==> src/rtl/alu_seq.sv <==
// rtl/alu_seq.sv - handshaked ALU: add/logic/barrel-shift ops registered in one cycle,
// unsigned shift-add multiply over WIDTH cycles, valid/ready on both sides.
module alu_seq #(
  parameter int WIDTH = 8,
  parameter int SHW   = $clog2(WIDTH)
) (
  input  logic             clk,
  input  logic             rst,
  input  logic [WIDTH-1:0] A,
  input  logic [WIDTH-1:0] B,
  input  logic [1:0]       main_sel,
  input  logic [1:0]       sub_sel,
  input  logic             cin,
  input  logic             in_valid,
  output logic             in_ready,
  output logic [WIDTH-1:0] result,
  output logic [WIDTH-1:0] result_hi,
  output logic             flag_c,
  output logic             flag_z,
  output logic             flag_n,
  output logic             flag_v,
  output logic             out_valid,
  input  logic             out_ready
);

  typedef enum logic {IDLE, MUL} state_t;

  localparam logic [SHW-1:0] CNT_LAST = SHW'(WIDTH - 1);

  state_t state_q, state_d;
  logic [SHW-1:0]     cnt_q;
  logic [WIDTH-1:0]   mcand_q;
  logic [2*WIDTH-1:0] prod_q;
  logic [2*WIDTH-1:0] prod_d;
  logic [WIDTH:0]     mul_sum;

  logic [WIDTH-1:0] res_q, res_hi_q;
  logic             c_q, z_q, n_q, v_q, valid_q;

  logic accept, is_mul, load_single, start_mul, load_mul;

  logic [WIDTH-1:0]   add_b;
  logic [WIDTH:0]     add_sum;
  logic               add_v;
  logic [SHW-1:0]     shamt;
  logic [WIDTH:0]     shr_ext, asr_ext, shl_ext;
  logic [2*WIDTH-1:0] rol_ext;

  logic [WIDTH-1:0] sc_res;
  logic             sc_c, sc_v, sc_z, sc_n;

  assign in_ready = !rst && (state_q == IDLE) && (!valid_q || out_ready);
  assign accept   = in_valid && in_ready;
  assign is_mul   = (main_sel == 2'b11) && (sub_sel == 2'b00);

  // Arithmetic: every op is A + operand + cin so carry and overflow share one adder.
  always_comb begin
    add_b = '0;
    case (sub_sel)
      2'b00:   add_b = '0;
      2'b01:   add_b = B;
      2'b10:   add_b = ~B;
      default: add_b = '1;
    endcase
  end

  assign add_sum = {1'b0, A} + {1'b0, add_b} + {{WIDTH{1'b0}}, cin};
  assign add_v   = (A[WIDTH-1] == add_b[WIDTH-1]) && (add_sum[WIDTH-1] != A[WIDTH-1]);

  // Shifts carry one extra bit so the last bit shifted out falls out naturally (0 when s=0).
  assign shamt   = B[SHW-1:0];
  assign shr_ext = {A, 1'b0} >> shamt;
  assign asr_ext = $signed({A, 1'b0}) >>> shamt;
  assign shl_ext = {1'b0, A} << shamt;
  assign rol_ext = {A, A} << shamt;

  always_comb begin
    sc_res = '0;
    sc_c   = 1'b0;
    sc_v   = 1'b0;
    case (main_sel)
      2'b00: begin
        sc_res = add_sum[WIDTH-1:0];
        sc_c   = add_sum[WIDTH];
        sc_v   = add_v;
      end
      2'b01: begin
        case (sub_sel)
          2'b00:   sc_res = A & B;
          2'b01:   sc_res = A | B;
          2'b10:   sc_res = A ^ B;
          default: sc_res = ~A;
        endcase
      end
      2'b10: begin
        case (sub_sel)
          2'b00: begin
            sc_res = shr_ext[WIDTH:1];
            sc_c   = shr_ext[0];
          end
          2'b01: begin
            sc_res = shl_ext[WIDTH-1:0];
            sc_c   = shl_ext[WIDTH];
          end
          2'b10: begin
            sc_res = asr_ext[WIDTH:1];
            sc_c   = asr_ext[0];
          end
          default: begin
            sc_res = rol_ext[2*WIDTH-1:WIDTH];
            sc_c   = (shamt != '0) && rol_ext[WIDTH];
          end
        endcase
      end
      default: begin
        sc_res = '0;
      end
    endcase
  end

  assign sc_z = (sc_res == '0);
  assign sc_n = sc_res[WIDTH-1];

  // Product register holds {partial sum, remaining multiplier bits}; one add and shift per cycle.
  assign mul_sum = {1'b0, prod_q[2*WIDTH-1:WIDTH]} + (prod_q[0] ? {1'b0, mcand_q} : '0);
  assign prod_d  = {mul_sum, prod_q[WIDTH-1:1]};

  always_comb begin
    state_d     = state_q;
    load_single = 1'b0;
    start_mul   = 1'b0;
    load_mul    = 1'b0;
    case (state_q)
      IDLE: begin
        if (accept) begin
          if (is_mul) begin
            start_mul = 1'b1;
            state_d   = MUL;
          end else begin
            load_single = 1'b1;
          end
        end
      end
      MUL: begin
        if (cnt_q == CNT_LAST) begin
          load_mul = 1'b1;
          state_d  = IDLE;
        end
      end
      default: state_d = IDLE;
    endcase
  end

  always_ff @(posedge clk or posedge rst) begin
    if (rst) begin
      state_q <= IDLE;
    end else begin
      state_q <= state_d;
    end
  end

  always_ff @(posedge clk or posedge rst) begin
    if (rst) begin
      cnt_q   <= '0;
      mcand_q <= '0;
      prod_q  <= '0;
    end else if (start_mul) begin
      cnt_q   <= '0;
      mcand_q <= A;
      prod_q  <= {{WIDTH{1'b0}}, B};
    end else if (state_q == MUL) begin
      cnt_q  <= cnt_q + SHW'(1);
      prod_q <= prod_d;
    end
  end

  always_ff @(posedge clk or posedge rst) begin
    if (rst) begin
      res_q    <= '0;
      res_hi_q <= '0;
      c_q      <= 1'b0;
      z_q      <= 1'b0;
      n_q      <= 1'b0;
      v_q      <= 1'b0;
      valid_q  <= 1'b0;
    end else if (load_single) begin
      res_q    <= sc_res;
      res_hi_q <= '0;
      c_q      <= sc_c;
      z_q      <= sc_z;
      n_q      <= sc_n;
      v_q      <= sc_v;
      valid_q  <= 1'b1;
    end else if (load_mul) begin
      res_q    <= prod_d[WIDTH-1:0];
      res_hi_q <= prod_d[2*WIDTH-1:WIDTH];
      c_q      <= |prod_d[2*WIDTH-1:WIDTH];
      z_q      <= (prod_d == '0);
      n_q      <= prod_d[2*WIDTH-1];
      v_q      <= 1'b0;
      valid_q  <= 1'b1;
    end else if (valid_q && out_ready) begin
      valid_q <= 1'b0;
    end
  end

  assign result    = res_q;
  assign result_hi = res_hi_q;
  assign flag_c    = c_q;
  assign flag_z    = z_q;
  assign flag_n    = n_q;
  assign flag_v    = v_q;
  assign out_valid = valid_q;

endmodule

==> config.mk <==
export PLATFORM = sky130hd
export DESIGN_NAME = alu_seq
export DESIGN_NICKNAME = d
export VERILOG_FILES = /design/src/rtl/alu_seq.sv
export SDC_FILE = /design/constraint.sdc
export NUM_CORES = 1
export LEC_CHECK = 0
export ABC_AREA = 1
export CORE_MARGIN = 2
export CORE_UTILIZATION = 50
export CTS_BUF_LIST = sky130_fd_sc_hd__clkbuf_8
export DETAILED_ROUTE_END_ITERATION = 16
export DONT_BUFFER_PORTS = 1
export GPL_TIMING_DRIVEN = 0
export PLACE_DENSITY_LB_ADDON = 0.1
export SLEW_MARGIN = 20
export SYNTH_ARGS = -nofsm -noshare
export SYNTH_HDL_FRONTEND = slang
export SYNTH_SLANG_ARGS = --single-unit
==> constraint.sdc <==
create_clock -name clk -period 2.6 [get_ports clk]
set_input_delay 0.52 -clock clk [delete_from_list [all_inputs] [get_ports clk]]
set_output_delay 0.52 -clock clk [all_outputs]
set_load 0.1 [all_outputs]
==> metrics.md, run 1 <==
| Metric | Value |
|---|---|
| Status | `finished clean` |
| Clk buf depth | `2` |
| Routed Antenna Nets | `0` |
| Post-synth top flop | `dfrtp_1` |
| Worst-path clk slew | `0.09 ns` |
| CP Data Required Time | `2.83 ns` |
| WP buf/inv | `2` |
| GRT Total Usage | `28.8%` |
| Pwr Density | `817 nW/um2` |
| Number of H-tree levels | `2` |
| Fmax | `402 MHz` |
| Clock Skew | `0.00694 ns` |
| DP Wirelength | `10.9 mm` |
| Startpoint type of the worst setup path | `flop` |
| First-pass GRT wire length | `22.2 mm` |
| Slew Limit Headroom | `38.1%` |
| Unique masters post-synth | `39` |
| Clock sink count | `49` |
| R2r startpoint | `out_valid` |
| Worst Tran Pin Value | `0.929 ns` |
| Register area | `1230 um2` |
| Crit-path slowest cell | `dfrtp_4` |
| Worst r2r dst | `flag_c` |
| Crit Path Class | `flop to flop` |
| Post-synth ARST share | `100%` |
| Inserted Clock Buffers | `5` |
| Largest net degree at the start of global routing | `30` |
| # fillers | `868` |
| Syn_area_per_cell | `6.63 um2` |
| Worst-path fanout max | `5` |
| Chip width | `97.9 um` |
| Worst Reg-to-Reg Cells | `9` |
| Vias in the first global route | `4308` |
| Placement row count | `34` |
| Total power draw | `3.93 mW` |
| IO Port Bufs | `0` |
| CTS Hold Buffers Added | `0` |
| Slew Viols, Final | `0` |
| Drt pass-1 iters | `5` |
| Final WL | `13.6 mm` |
| RSZ-0062 raised after global routing | `true` |
| DIE AREA | `9580 um2` |
| Global route overflow | `0` |
| Critical path, cell by cell | `inv_1 -> o21ai_1 -> nor2_4 -> nand2_2 -> nor2_4 -> inv_2 -> nor3_1 -> nor2_1 -> a21oi_1` |
| EDFF count, synth | `0` |
| Clock root cell | `clkbuf_8` |
| Worst min path class | `input port to async pin` |
| Vias | `4528` |
| Mapped Nets | `728` |
| Final period util | `95.7%` |
| Initial antenna violation count | `0` |
| Endpoints failing setup | `0` |
| N_diodes | `0` |
| Crit-path max cell delay | `0.63 ns` |
| Worst path top cell family by delay | `simple AND/OR/NAND/NOR gates` |
| Cells after Synth | `665` |
| Max-cap violations | `0` |
| Die Y | `97.9 um` |
| Area of the core | `8640 um2` |
| Final Hold Violating Endpoints | `0` |
| Nets@finish | `738` |
| Reg2Reg Setup Slack | `0.11 ns` |
| Yosys Warn Count | `0` |
| Worst VDD drop | `0.525 mV` |
| Area of the multi-input gates | `2780 um2` |
| Synth Cell Area | `4410 um2` |
| Fraction of layout cells with a size suffix above 1 | `9.91%` |
| Skew-Pair Late Insertion Delay | `0.30 ns` |
| Most used cell, CP | `nor2_4` |
| Post-route DRC | `0` |
| P_leak | `2.53 nW` |
| Tmin final | `2.49 ns` |
| Ports | `47` |
| Min Hold Slack | `0.174 ns` |
| Drt via density | `5.78` |
| Initial DRC Count | `295` |
| Number of synthesized register bits | `49` |
| CTS tree | `done` |
| Seq/Total Area, Yosys | `27.8%` |
| Nature of the critical path endpoint | `flop` |
| Wire per inst | `17.3 um` |
| GPL Wtd Cong | `0.963` |
| Area Growth Syn to Fin | `9.14%` |
| Initial Utilization | `51.0%` |
| CP Data Arrival Time | `2.72 ns` |
==> cells by family (layout without fill, tap and decap cells) <==
logic type | Yosys count | after routing | share of synthesized area, %
compound gates | 131 | 131 | 17.3
xor+xnor | 5 | 5 | 0.994
fa+ha+maj | 38 | 38 | 11.3
buf+inv | 105 | 116 | 10.3
flops | 49 | 49 | 27.8
simple gates | 337 | 337 | 32.2
==> flip-flops by register name (all words and copies together) (netlist names), 3 cells and up <==
signal     cells
result         8
mcand_q        8
prod_q        16
result_hi      8
cnt_q          3
==> worst max path at each step <==
stage | from | endpoint | slack [ns] | depth (start not counted)
floorplan | sub_sel[0] | flag_z | 0.02 | 19
CTS | out_valid | flag_c | 0.01 | 9
global placement | sub_sel[0] | flag_z | -0.57 | 19
global route | prod_q[0] | flag_z | -0.03 | 15
detailed placement | sub_sel[0] | flag_z | -0.61 | 19
finish | out_valid | flag_c | 0.11 | 9
==> layout by cell type, fill, tap and decap left out, types with 3 or more instances in the layout <==
cell	instances
o21ai_0	50
buf_2	11
a21oi_1	28
inv_1	72
nand4_1	9
nor2_1	48
nand3_1	53
nor3_1	3
nand3b_1	3
dfrtp_1	47
clkbuf_1	4
nand2_2	8
nand2_1	202
buf_4	8
inv_2	7
o211ai_1	18
nor2_4	3
ha_1	35
o221ai_1	5
o21ai_1	10
clkbuf_8	5
a21oi_2	5
==> cell type report <==
| cell class | instances | share of cell area [%] |
|---|---|---|
| buffer | 23 | 3.28 |
| timing repair buffer | 6 | 1.61 |
| sequential | 49 | 25.6 |
| multi-input combinational | 511 | 57.8 |
| clock inverter | 3 | 1.35 |
| tap | 108 | 2.81 |
| inverter | 79 | 6.16 |
| clock buffer | 5 | 1.43 |
==> synthesized netlist by cell type (all sizes together), types with 2 or more instances <==
library cell,n,area (um2)
o22a,2,17.5
ha,35,438
o221ai,5,43.8
buf,21,140
clkbuf,5,18.8
a22o,2,17.5
o21ai,61,305
a22oi,2,15.0
xor2,2,17.5
o21a,2,15.0
a31oi,2,12.5
nand3b,3,22.5
inv,79,297
or2,3,18.8
nand4,9,56.3
xnor2,3,26.3
fa,3,60.1
a21oi,33,173
dfrtp,49,1230
nand2,211,817
o211ai,18,135
nand3,54,270
nor3,3,15.0
nor2,53,214
==> report_power, final <==
group / internal [mW] / switching [mW] / leakage (nW)
logic: 0.513 / 0.900 / 1.82
registers: 0.995 / 0.891 / 0.644
clock network: 0.382 / 0.252 / 0.0681
total: 1.89 / 2.04 / 2.53
==> metrics by stage <==
stage	instance area (um2)	setup WS, ns	util (%)	setup TNS [ns]	instances
6_report	4810	0.111	55.7	0	784
5_1_grt	4810	-0.0285	55.7	-0.0285	784
4_1_cts	4750	0.00975	55.0	0	784
3_5_place_dp	4580	-0.612	53.0	-4.46	774
3_3_place_gp	4550	-0.572	52.7	-3.79	773
2_1_floorplan	4410	0.0151	-	0	665
==> repair_timing <==
item | 4_1_cts | 5_1_grt
pin swaps | 4 | 4
buffers inserted | 4 | 1
gates resized for setup | 9 | 16
setup endpoints to repair | 38 | 18
gates cloned | 0 | 0
==> routing by layer <==
layer | GRT usage (%) | wire length (um) | up-vias
li1 | - | - | 2209
met1 | 35.7 | 5450 | 2065
met2 | 49.3 | 6490 | 214
met3 | 5.01 | 1110 | 40
met4 | 12.2 | 520 | 0
met5 | 0 | 0 | -
No activity file was read; power rests on OpenSTA's default activity.
==> inputs of run 2 (changes only) <==
--- a/config.mk
+++ b/config.mk
@@ -11,6 +11,7 @@
 export CTS_BUF_LIST = sky130_fd_sc_hd__clkbuf_8
 export DETAILED_ROUTE_END_ITERATION = 16
 export DONT_BUFFER_PORTS = 1
+export GPL_ROUTABILITY_DRIVEN = 0
 export GPL_TIMING_DRIVEN = 0
 export PLACE_DENSITY_LB_ADDON = 0.1
 export SLEW_MARGIN = 20
==> metrics.md, run 2 (synthesized netlist as in run 1, its figures left out) <==
| Metric | Value |
|---|---|
| Status | `finished clean` |
| Setup crit start | `sub_sel[1]` |
| Worst min path class | `input port to async pin` |
| Reg power frac | `49.2% (+1.3 points)` |
| Max-cap violations | `0 (unchanged)` |
| Skew-Pair Late Insertion Delay | `0.30 ns (about the same)` |
| Fmax | `400 MHz (-0.32%)` |
| Worst Reg-to-Reg Cells | `9 (unchanged)` |
| Tmin final | `2.50 ns (+0.00789 ns)` |
| Die Y | `97.9 um (unchanged)` |
| Comb power frac | `36.4% (+0.5 points)` |
| Clock Skew | `0.00318 ns (-0.00376 ns)` |
| GRT Total Usage | `28.3% (-0.44 points)` |
| Nature of the critical path endpoint | `flop` |
| CP Data Required Time | `2.83 ns (about the same)` |
| Clk buf depth | `2 (unchanged)` |
| Instance count on the critical path | `17 (+8)` |
| Worst r2r dst | `result[6]` |
| Commonest non-fill, non-tap cells in the layout | `nand2_1, inv_1, nand3_1` |
| Met3 usage | `5.30% (+0.29 points)` |
| Routed Antenna Nets | `0 (unchanged)` |
| Worst path top cell family by delay | `simple AND/OR/NAND/NOR gates` |
| Wire per inst | `17.1 um (-1.2%)` |
| Clock root cell | `clkbuf_8` |
| WP buf/inv | `4 (+2)` |
| Vias in the first global route | `4420 (+2.6%)` |
| Worst-path clk slew | `0.08 ns (about the same)` |
| Initial Utilization | `51.0% (unchanged)` |
| Worst Tran Pin Value | `0.949 ns (+0.0203 ns)` |
| Largest reg by FF count | `prod_q` |
| Most used cell, CP | `nand3_1` |
| Clock Power Share | `14.4% (-1.7 points)` |
| Final WL | `13.4 mm (-1.2%)` |
| Max FFs per register | `16 (unchanged)` |
| Largest net degree at the start of global routing | `33 (+10%)` |
| Switching power | `2.02 mW (-0.97%)` |
| Internal power | `1.80 mW (-4.9%)` |
| Nets@finish | `738 (unchanged)` |
| Chip width | `97.9 um (unchanged)` |
| Vias | `4538 (+0.22%)` |
| Crit-path max cell delay | `0.37 ns (-0.26 ns)` |
| Worst-path fanout max | `10 (+5)` |
| RSZ-0062 raised after global routing | `true` |
| Crit-path slowest cell | `fa_1` |
| Number of H-tree levels | `2 (unchanged)` |
| Global route overflow | `0 (unchanged)` |
| P_leak | `2.51 nW (-0.52%)` |
| Ports | `47 (unchanged)` |
| Reg2Reg Setup Slack | `0.12 ns (about the same)` |
| Startpoint type of the worst setup path | `input port` |
| DP Wirelength | `10.5 mm (-3.1%)` |
| Fin area | `4760 um2 (-0.96%)` |
| N_diodes | `0 (unchanged)` |
| # fillers | `866 (-0.23%)` |
| Crit Path Class | `input port to flop` |
| DIE AREA | `9580 um2 (unchanged)` |
| Initial antenna violation count | `0 (unchanged)` |
| Setup TNS | `0 ns (unchanged)` |
| CTS tree | `done` |
| GR Layer Usage met2 | `48.2% (-1.1 points)` |
| Post-route DRC | `0 (unchanged)` |
| R2r startpoint | `out_valid` |
| Min Hold Slack | `0.0818 ns (-0.0926 ns)` |
| GR Layer Usage met1 | `36.6% (+0.87 points)` |
| Most common cell after layout, fill and taps aside | `nand2_1` |
| Critical path, cell by cell | `inv_1 -> buf_4 -> o21ai_2 -> fa_2 -> inv_1 -> fa_1 -> inv_2 -> nand3_1 -> nand2_1 -> a21oi_1 -> o21ai_1 -> nand2_1 -> nor2_2 -> nand3_1 -> nor2_1 -> nand3_1 -> a21oi_2` |
| Slew Limit Headroom | `36.7% (-1.4 points)` |
| Post-Place Cell Area | `4570 um2 (-0.16%)` |
| Drt pass-1 iters | `5 (unchanged)` |
| Worst VDD drop | `0.454 mV (-13%)` |
| Final Hold Violating Endpoints | `0 (unchanged)` |
| Slew Viols, Final | `0 (unchanged)` |
| First-pass GRT wire length | `22.1 mm (-0.40%)` |
| Final period util | `96.0% (+0.30 points)` |
| Drt via density | `5.79 (+0.22%)` |
| Sw Share | `53.0% (+1.0 points)` |
| Placement row count | `34 (unchanged)` |
| Area of the core | `8640 um2 (unchanged)` |
| Fraction of layout cells with a size suffix above 1 | `9.62% (-0.30 points)` |
| Area Growth Syn to Fin | `8.09%` |
| Endpoints failing setup | `0 (unchanged)` |
| Initial DRC Count | `309 (+4.7%)` |
| IO Port Bufs | `0 (unchanged)` |
| CP Data Arrival Time | `2.72 ns (about the same)` |
| Clock sink count | `49 (unchanged)` |
| Top Usage Layer GRT | `met2` |
| Endpoint of the worst setup timing path | `flag_z` |
| Pwr Density | `802 nW/um2 (-1.9%)` |
| Inserted Clock Buffers | `5 (unchanged)` |
==> run 2: per-layer routing <==
metal  vias to the layer above  share of wire (%)
li1                       2207                  -
met1                      2089                 42
met2                       209                 48
met3                        33                7.9
met4                         0                2.5
met5                         -                  0
==> run 2: worst reg2reg max path, cell delays in order, from the launching register on <==
cell	delay [ns]
dfrtp_4	0.63
inv_1	0.12
o21ai_1	0.09
nor2_4	0.55
nand2_1	0.24
nor2_4	0.22
buf_2	0.23
nand3_1	0.12
o21ai_0	0.10
o21ai_0	0.09
==> run 2: how the worst min path moves through the flow <==
stage	to	slack, ns	cells past startpoint
6_report	cnt_q[2]	0.08	1
5_1_grt	flag_n	0.10	1
4_1_cts	out_valid	0.09	1
3_5_place_dp	result_hi[7]	0.41	1
3_3_place_gp	mcand_q[1]	0.47	2
2_1_floorplan	prod_q[8]	0.45	2
==> run 2: power groups by stage <==
stage | clock network [mW] | registers, mW | logic [mW]
global route | 0.586 | 1.91 | 1.55
detailed placement | 0 | 1.88 | 1.34
CTS | 0.557 | 1.89 | 1.33
global placement | 0 | 1.88 | 1.30
finish | 0.549 | 1.88 | 1.39
floorplan | 0 | 1.84 | 1.02
==> run 2: repair_timing <==
action | 4_1_cts | 5_1_grt
endpoints found under the setup margin | 30 | 22
resized for setup | 10 | 12
cloned | 0 | 0
hold buffers | 0 | 0
hold endpoints to repair | 0 | 0
setup buffers | 4 | 1
pin swaps | 4 | 5
==> run 2: cell type report <==
| type | count | area (um2) | area share (%) |
|---|---|---|---|
| Clock buffer | 6 | 82.6 | 1.73 |
| Multi-Input combinational cell | 511 | 2770 | 58.1 |
| Inverter | 79 | 297 | 6.22 |
| Sequential cell | 49 | 1230 | 25.8 |
| Tap cell | 108 | 135 | 2.84 |
| Clock inverter | 2 | 33.8 | 0.709 |
| Buffer | 23 | 158 | 3.31 |
| Timing Repair Buffer | 6 | 57.6 | 1.21 |
==> run 2: metrics by stage <==
stage | instances | util [%] | power [mW] | setup WS (ns)
CTS | 784 | 54.7 | 3.78 | 0.0118
finish | 784 | 55.2 | 3.82 | 0.103
global route | 784 | 55.2 | 4.05 | -0.0397
detailed placement | 774 | 52.9 | 3.22 | -0.595
global placement | 773 | 52.7 | 3.18 | -0.546
floorplan | 665 | - | 2.86 | 0.0151
